File: config.mk
export PLATFORM = sky130hd
export DESIGN_NAME = rxuartlite_sfr
export DESIGN_NICKNAME = d
export VERILOG_FILES = /design/src/rtl/rxuartlite_sfr.sv
export SDC_FILE = /design/constraint.sdc
export NUM_CORES = 1
export LEC_CHECK = 0
export ABC_AREA = 1
export BUFFER_PORTS_ARGS = -buffer_cell sky130_fd_sc_hd__buf_2
export CAP_MARGIN = 15
export CORE_MARGIN = 8
export CORE_UTILIZATION = 55
export DETAILED_ROUTE_END_ITERATION = 8
export PLACE_DENSITY = 0.72
export RECOVER_POWER = 25
export SYNTH_ARGS = -nofsm -noshare
export SYNTH_HDL_FRONTEND = slang
export SYNTH_SLANG_ARGS = --single-unit
File: constraint.sdc
create_clock -name clk -period 2.4 [get_ports clk]
set_input_delay 0.72 -clock clk [delete_from_list [all_inputs] [get_ports clk]]
set_output_delay 0.72 -clock clk [all_outputs]
set_load 0.02 [all_outputs]
File: src/rtl/rxuartlite_sfr.sv
// 8N1 UART receiver for the r8051 SFR bus: mid-bit sampling, start/stop
// validation, small receive FIFO and registered status/data reads.
module rxuartlite_sfr #(
  parameter int CLOCKS_PER_BAUD = 347,
  parameter int TIMING_BITS     = 10,
  parameter int FIFO_AW         = 2
) (
  input  logic       clk,
  input  logic       rst,
  input  logic       i_uart_rx,
  input  logic       i_rd_en,
  input  logic       i_rd_addr,
  output logic [7:0] o_rd_byte,
  output logic       o_rx_avail,
  output logic       o_busy
);

  localparam int DEPTH = 1 << FIFO_AW;
  localparam logic [TIMING_BITS-1:0] HALF_LOAD = TIMING_BITS'(CLOCKS_PER_BAUD / 2 - 1);
  localparam logic [TIMING_BITS-1:0] FULL_LOAD = TIMING_BITS'(CLOCKS_PER_BAUD - 1);

  typedef enum logic [2:0] {IDLE, START, DATA, STOP, BREAK} state_t;

  state_t                 state, state_nx;
  logic                   rx_meta, rxs;
  logic [TIMING_BITS-1:0] cnt, cnt_nx;
  logic [2:0]             idx, idx_nx;
  logic [7:0]             shreg, shreg_nx;
  logic                   push_req, stop_bad;

  logic [7:0]             mem [DEPTH];
  logic [FIFO_AW-1:0]     wr_ptr, rd_ptr;
  logic [FIFO_AW:0]       count;
  logic                   full, pop, push, ovr_evt, clr;
  logic                   overrun, frame_err;
  logic [7:0]             status;

  // Synchronizer presets high so reset release never looks like a start edge
  always_ff @(posedge clk or negedge rst) begin
    if (!rst) begin
      rx_meta <= 1'b1;
      rxs     <= 1'b1;
    end else begin
      rx_meta <= i_uart_rx;
      rxs     <= rx_meta;
    end
  end

  always_ff @(posedge clk or negedge rst) begin
    if (!rst) begin
      state <= IDLE;
      cnt   <= '0;
      idx   <= '0;
      shreg <= '0;
    end else begin
      state <= state_nx;
      cnt   <= cnt_nx;
      idx   <= idx_nx;
      shreg <= shreg_nx;
    end
  end

  always_comb begin
    state_nx = state;
    cnt_nx   = cnt;
    idx_nx   = idx;
    shreg_nx = shreg;
    push_req = 1'b0;
    stop_bad = 1'b0;
    case (state)
      IDLE: begin
        if (!rxs) begin
          state_nx = START;
          cnt_nx   = HALF_LOAD;
        end
      end
      START: begin
        if (cnt != '0) cnt_nx = cnt - TIMING_BITS'(1);
        else if (rxs) state_nx = IDLE;
        else begin
          state_nx = DATA;
          idx_nx   = '0;
          cnt_nx   = FULL_LOAD;
        end
      end
      DATA: begin
        if (cnt != '0) cnt_nx = cnt - TIMING_BITS'(1);
        else begin
          shreg_nx[idx] = rxs;
          cnt_nx        = FULL_LOAD;
          idx_nx        = idx + 3'd1;
          if (idx == 3'd7) state_nx = STOP;
        end
      end
      STOP: begin
        if (cnt != '0) cnt_nx = cnt - TIMING_BITS'(1);
        else if (rxs) begin
          push_req = 1'b1;
          state_nx = IDLE;
        end else begin
          stop_bad = 1'b1;
          state_nx = BREAK;
        end
      end
      BREAK: if (rxs) state_nx = IDLE;
      default: state_nx = IDLE;
    endcase
  end

  // A pop in the same cycle frees the slot, so a push into a full FIFO is kept
  assign full    = (count == (FIFO_AW+1)'(DEPTH));
  assign pop     = i_rd_en & i_rd_addr & (count != '0);
  assign push    = push_req & (~full | pop);
  assign ovr_evt = push_req & full & ~pop;
  assign clr     = i_rd_en & ~i_rd_addr;

  assign o_rx_avail = (count != '0);
  assign o_busy     = (state != IDLE);
  assign status     = {4'b0000, frame_err, overrun, full, o_rx_avail};

  always_ff @(posedge clk) begin
    if (push) mem[wr_ptr] <= shreg;
  end

  always_ff @(posedge clk or negedge rst) begin
    if (!rst) begin
      wr_ptr    <= '0;
      rd_ptr    <= '0;
      count     <= '0;
      overrun   <= 1'b0;
      frame_err <= 1'b0;
      o_rd_byte <= '0;
    end else begin
      if (push) wr_ptr <= wr_ptr + FIFO_AW'(1);
      if (pop)  rd_ptr <= rd_ptr + FIFO_AW'(1);
      case ({push, pop})
        2'b10:   count <= count + (FIFO_AW+1)'(1);
        2'b01:   count <= count - (FIFO_AW+1)'(1);
        default: count <= count;
      endcase
      // Error events win over a same-cycle status-read clear
      overrun   <= (overrun & ~clr) | ovr_evt;
      frame_err <= (frame_err & ~clr) | stop_bad;
      if (i_rd_en) o_rd_byte <= i_rd_addr ? (pop ? mem[rd_ptr] : 8'h00) : status;
    end
  end

endmodule

Yosys cells after proc, flatten, opt, wreduce, memory -nomap -nowiden:

Memories as Yosys holds them, arrays and structs flattened.
Cells that the tools add are included.

* equality and inequality tests: 17
* bitwise gates (word level): 16
* reduce and logical (&&, ||, !) cells: 12
* magnitude comparators: 2
* $add $sub $neg: 6
* muxes and demuxes: 33

Operators with widths (number)
* 10-bit 2-to-1 mux: 5
* 10-bit case mux with 4 select lines: 1
* 3-bit 2-to-1 mux: 10
* 8-bit 2-to-1 mux: 2
* 2-bit inequality test (second input constant): 8
* 3-bit case mux with 5 select lines: 1
* 3-bit case mux with 2 select lines: 2
* 10-bit nonzero test: 1
* 10-bit by 1-bit subtractor with 10-bit output (second input constant): 1
* 3-bit == test (second input constant): 3
* 1-bit 2-to-1 mux: 9
* 1-bit AND: 8
* 8-bit bitwise mux: 1
* 4-bit AND reduction: 2
* 3-bit by 1-bit adder with 3-bit output (second input constant): 2
* 3-bit by 2-bit == test with 1-bit output (second input constant): 2
* 6-bit AND reduction: 1
* 3-bit nonzero test: 2
* 1-bit NOT: 5
* 2-bit by 1-bit adder with 2-bit output (second input constant): 2
* 3-bit by 4-bit < comparator with 1-bit output (second input constant): 1
* 2-bit nonzero test: 2
* 4-bit nonzero test: 1
* 1-bit demux with 3-bit select: 1
* 11 further kinds: 13

* bits of input ports: 5
* memories kept: 1
* bits in registers: 43
* word-level logic and storage cells: 99
* RAM bits: 32
* output and inout port bits: 10

Memories
* mem: depth 4, bits a word 8, rd ports 1, clocked after Yosys merged registers in 0, wr ports 1, line 31 `logic [7:0] mem [DEPTH];`

Logic depth before layout (Yosys ltp):

* depth after elaboration: 6
* depth in mapped cells: 14
* gate-level depth less buffers: 14

Worst setup path after synthesis:

No wires, ideal clock.

* path kind: register to register
* start point: register cnt[0]
* end point: memory mem[0][0] (enable)
* arrival time: 1687 ps
* setup time: 371 ps
* path slack: 343 ps
* buffers on the path: 0
* stages on the path, launching flop included: 9
* cells stage by stage: dfrtp_1 inv_1 ha_1 nand2_1 nor2_2 nand4_4 nor2_4 inv_1 nor2_1

* word-level cells in the longest chain between the ends: 6

RTL lines
* start, declared: line 26 `logic [TIMING_BITS-1:0] cnt, cnt_nx;`
* start signal, assigned: line 57 `cnt <= cnt_nx;`
* 10-bit nonzero test: line 96 `if (cnt != '0) cnt_nx = cnt - TIMING_BITS'(1);`
* 1-bit 2-to-1 mux: line 96
* 1-bit 2-to-1 mux: line 70 `case (state)`
* 1-bit AND: line 113 `assign push = push_req & (~full | pop);`
* 1-bit 2-to-1 mux: line 122 `if (push) mem[wr_ptr] <= shreg;`
* 1-bit 2-to-1 mux (implied by the code): line 122
* end, declared: line 31

No other way between the ends.

Worst setup path after layout:

* start point: register cnt[0]
* end point: register count[2]

* word-level cells in the longest chain between the ends: 6
* elaborated cells between the ends (all ways): 8

RTL lines
* 10-bit nonzero test *: line 96
* 1-bit 2-to-1 mux *: line 96
* 1-bit 2-to-1 mux *: line 70
* 1-bit AND *: line 113
* 2-bit by 1-bit == test with 1-bit output / 2-bit == test (equally long branches): line 136 `case ({push, pop})`
* 3-bit case mux with 2 select lines / 2-bit nonzero test (equally long branches)
* end signal, assigned: line 137 `2'b10: count <= count + (FIFO_AW+1)'(1);`
* end signal, assigned: line 138 `2'b01: count <= count - (FIFO_AW+1)'(1);`
* end signal, assigned: line 139 `default: count <= count;`
* end, declared: line 33 `logic [FIFO_AW:0] count;`

Every way passes the cells marked *; elsewhere a longest branch is shown, timed or not.
A chain may end at the register's enable or synchronous reset.

==> flow_summary_export.csv <==
group,metric,value,unit
outcome,status,"complete, no violations",
sta,fin_crit_sh,89.3,%
cells_and_area,area_growth,11.2,%
power_and_ir_drop,pwr-share-clk,30.4,%
hold_path,holdPathStages,0,
power_and_ir_drop,seqPwrFrac,49.1,%
yosys,synthesis.nets,365,
sta,rsz0062_at_grt,"false",
clock_tree,cts_hold_buf,0,
power_and_ir_drop,ir_drop,0.598,mV
setup_path,crit_start,"cnt[0]$_DFFE_PN0P_",
yosys,ys_seq_area_share,57.8,%
routing,drc,0,
floorplanning,fp.dieH,96.1,um
hold_path,hold_class,"flop to flop",
cells_and_area,final-seq-area,0.00204,mm^2
power_and_ir_drop,total_power,3060,uW
power_and_ir_drop,p_leak,0.00177,uW
floorplanning,dieWidth,96.1,um
global_routing,grt_pass1_vias,2446,
power_and_ir_drop,combinationalPowerShare,20.4,%
setup_path,worstSetupPathType,"flop to flop",
clock_tree,cts_htree_levels,3,
setup_path,reg2reg_from,"cnt[0]$_DFFE_PN0P_",
clock_tree,post_cts_buffers,0,
yosys,synth_area_leaders,"dfrtp_1, edfxtp_1, nand2_1",
global_routing,grt_pass1_wl,11200,um
power_and_ir_drop,p_sw_share,30.7,%
hold_path,worstHoldStart,"rx_meta$_DFF_PN1_",
sta,fmax,467,MHz
routing,firstDrtPassIters,4,
cells_and_area,layout.cells.most_common,"nand2_1",
setup_path,r2r-end,"count[2]$_DFFE_PN0P_",
routing,vias_per_cell,5.32,
sta,fin_tns_setup,0,ns
clock_tree,ctsResizeCount,0,
routing,drt-initial-drc-count,89,
floorplanning,die_area,0.00923,mm^2
floorplanning,fp-row-count,29,
yosys,netlist_area,0.00353,mm^2
setup_path,crit_path_end_kind,"flop",
floorplanning,ios,15,
floorplanning,core_area,0.00628,mm^2
yosys,ys_ff_latch,75,
clock_tree,numCtsBuffers,9,
placed_design,io_buffers,14,
sta,skew,0.00657,ns
clock_tree,clk_latency,0.33,ns
cells_and_area,fin_cells,459,
power_and_ir_drop,p_sw,939,uW
power_and_ir_drop,powerDensity,779,mW/mm^2
cells_and_area,design_area,0.00392,mm^2
sta,final_max_slew_viol_count,0,
power_and_ir_drop,internal_power,2120,uW
flow_run,cap_violations,0,
setup_path,required,2.63,ns
yosys,synth_edf_count,32,
routing,wire_per_inst,14.3,um
setup_path,worst_ep_arrival_time,2.38,ns
cells_and_area,drive_above_1_share,19.1,%
routing,vias,2441,
floorplanning,initial_core_util,56.2,%
hold_path,hold_path_end,"rxs$_DFF_PN1_",
setup_path,rr_worst_depth,14,
clock_tree,cts_tree,"built",
sta,slew_headroom,20.7,%
global_routing,grtUsageTotal,15.8,%
cells_and_area,final_cell_mix,"nand2_1, dfrtp_1, inv_1",
setup_path,start_kind,"flop",
global_routing,grt_antenna_before_repair,0,
cells_and_area,final_util,62.5,%
sta,setup_viol,0,
yosys,yosysTopAreaCell,"dfrtp_1",
yosys,ys_warn_count,0,
global_routing,grt-ovfl-total,0,
yosys,synthArstFlopShare,57.3,%
clock_tree,cts_sinks,75,
cells_and_area,diodes,0,
setup_path,reg2reg_setup_slack,0.26,ns
clock_tree,path_clk_slew,0.08,ns
routing,routed_wl,6590,um
yosys,synth.avg_cell_area,10.1,um^2
routing,ant_nets,0,
clock_tree,clk_path_buf_depth,2,
yosys,syn_inst,351,
global_routing,grt_max_degree,25,
placed_design,dp_cells,443,
setup_path,path_max_fanout,3,
sta,fin_crit,2.14,ns
cells_and_area,multiInputGateArea,0.00129,mm^2
cells_and_area,finalNetCount,391,
yosys,synth-main-ff-cell,"dfrtp_1",
sta,worstMarginPinSlew,1.19,ns
yosys,yosysUniqueCellTypes,37,
cells_and_area,nFillCells,520,
clock_tree,root_buffer,"clkbuf_8",
sta,hold_violations,0,
placed_design,gp_congestion,0.880,
placed_design,placed_area,0.00373,mm^2
placed_design,dp_hpwl,4780,um
yosys,synthDominantCellAreaShare,29.1,%
worst max-delay path by stage:
stage	endpoint	slack, ns	cells after the start
floorplan	mem[0][0]$_DFFE_PP_	0.34	8
global placement	mem[2][5]$_DFFE_PP_	0.35	8
detailed placement	count[2]$_DFFE_PN0P_	0.27	14
global route	count[2]$_DFFE_PN0P_	0.03	14
CTS	o_rx_avail	0.24	3
finish	count[2]$_DFFE_PN0P_	0.26	14
synth_stat cells (2+ instances only):
library cell and instances:
o21ai_0 17, xnor2_1 2, nand2_1 62, nor2_4 2, inv_1 35, mux2_4 2, nand3_1 25, inv_2 8
dfstp_2 2, o22ai_1 4, dfrtp_1 41, nor2_1 32, nor3_1 3, ha_1 8, a21oi_1 9, clkbuf_1 4
nand2_2 5, nand2_4 4, o211ai_1 3, a32o_1 4, edfxtp_1 32, o21ai_1 19, nor2_2 9, xor2_1 6
kinds of logic (layout without fill, tap and decap cells):
group / after synthesis / after routing / synth area share (%)
muxes: 2 / 2 / 0.851
AOI/OAI and AO/OA: 59 / 59 / 9.75
and+or+nand+nor: 147 / 147 / 20.2
xor gates and xnor gates: 9 / 9 / 2.45
DFF: 75 / 75 / 57.8
adders and majority gates: 9 / 9 / 3.40
buffers and inverters: 50 / 81 / 5.53
stage by stage:
| step | hold WS (ns) | worst slack, ns |
|---|---|---|
| floorplan | 0.345 | 0.343 |
| global placement | 0.346 | 0.346 |
| detailed placement | 0.349 | 0.270 |
| CTS | 0.343 | 0.243 |
| global route | 0.362 | 0.0337 |
| finish | 0.359 | 0.257 |
power by group through the flow:
stage | Clock (uW) | Sequential, uW | Combinational, uW
after floorplan | 0 | 1580 | 389
after global placement | 0 | 1530 | 614
after detailed placement | 0 | 1530 | 630
after CTS | 957 | 1500 | 634
after global routing | 1010 | 1520 | 717
final | 930 | 1500 | 624
state kept, by name, indices dropped and copies added, names as in the netlist:
register / count
overrun: 1
wr_ptr: 2
shreg: 8
rx_meta: 1
rd_ptr: 2
state: 3
rxs: 1
o_rd_byte: 8
frame_err: 1
mem: 32
cnt: 10
idx: 3
count: 3
routing by layer:
metal,up-vias,global-route usage [%],routed length [um]
li1,1219,-,-
met1,1161,19.2,3050
met2,55,26.4,3170
met3,6,4.13,295
met4,0,5.76,74
met5,-,0,0
final cells by class:
| type | instances | share of cell area, % |
|---|---|---|
| tap | 77 | 2.46 |
| timing repair buffer | 21 | 3.41 |
| clock buffer | 9 | 3.16 |
| multi-input combinational | 226 | 33.0 |
| inverter | 44 | 4.27 |
| clock inverter | 7 | 1.72 |
| sequential | 75 | 52.0 |
critical path, cell delays in order, from the launching register on:
cell     delay (ns)
dfrtp_1        0.40
inv_1          0.11
ha_1           0.17
nand2_1        0.06
nor2_2         0.22
nand4_4        0.16
nand2_2        0.14
inv_2          0.05
fa_1           0.39
inv_1          0.07
nand2_1        0.06
nand2_1        0.07
nand2_1        0.04
nand2_1        0.06
inv_1          0.03
(Power assumes the default switching activity.)
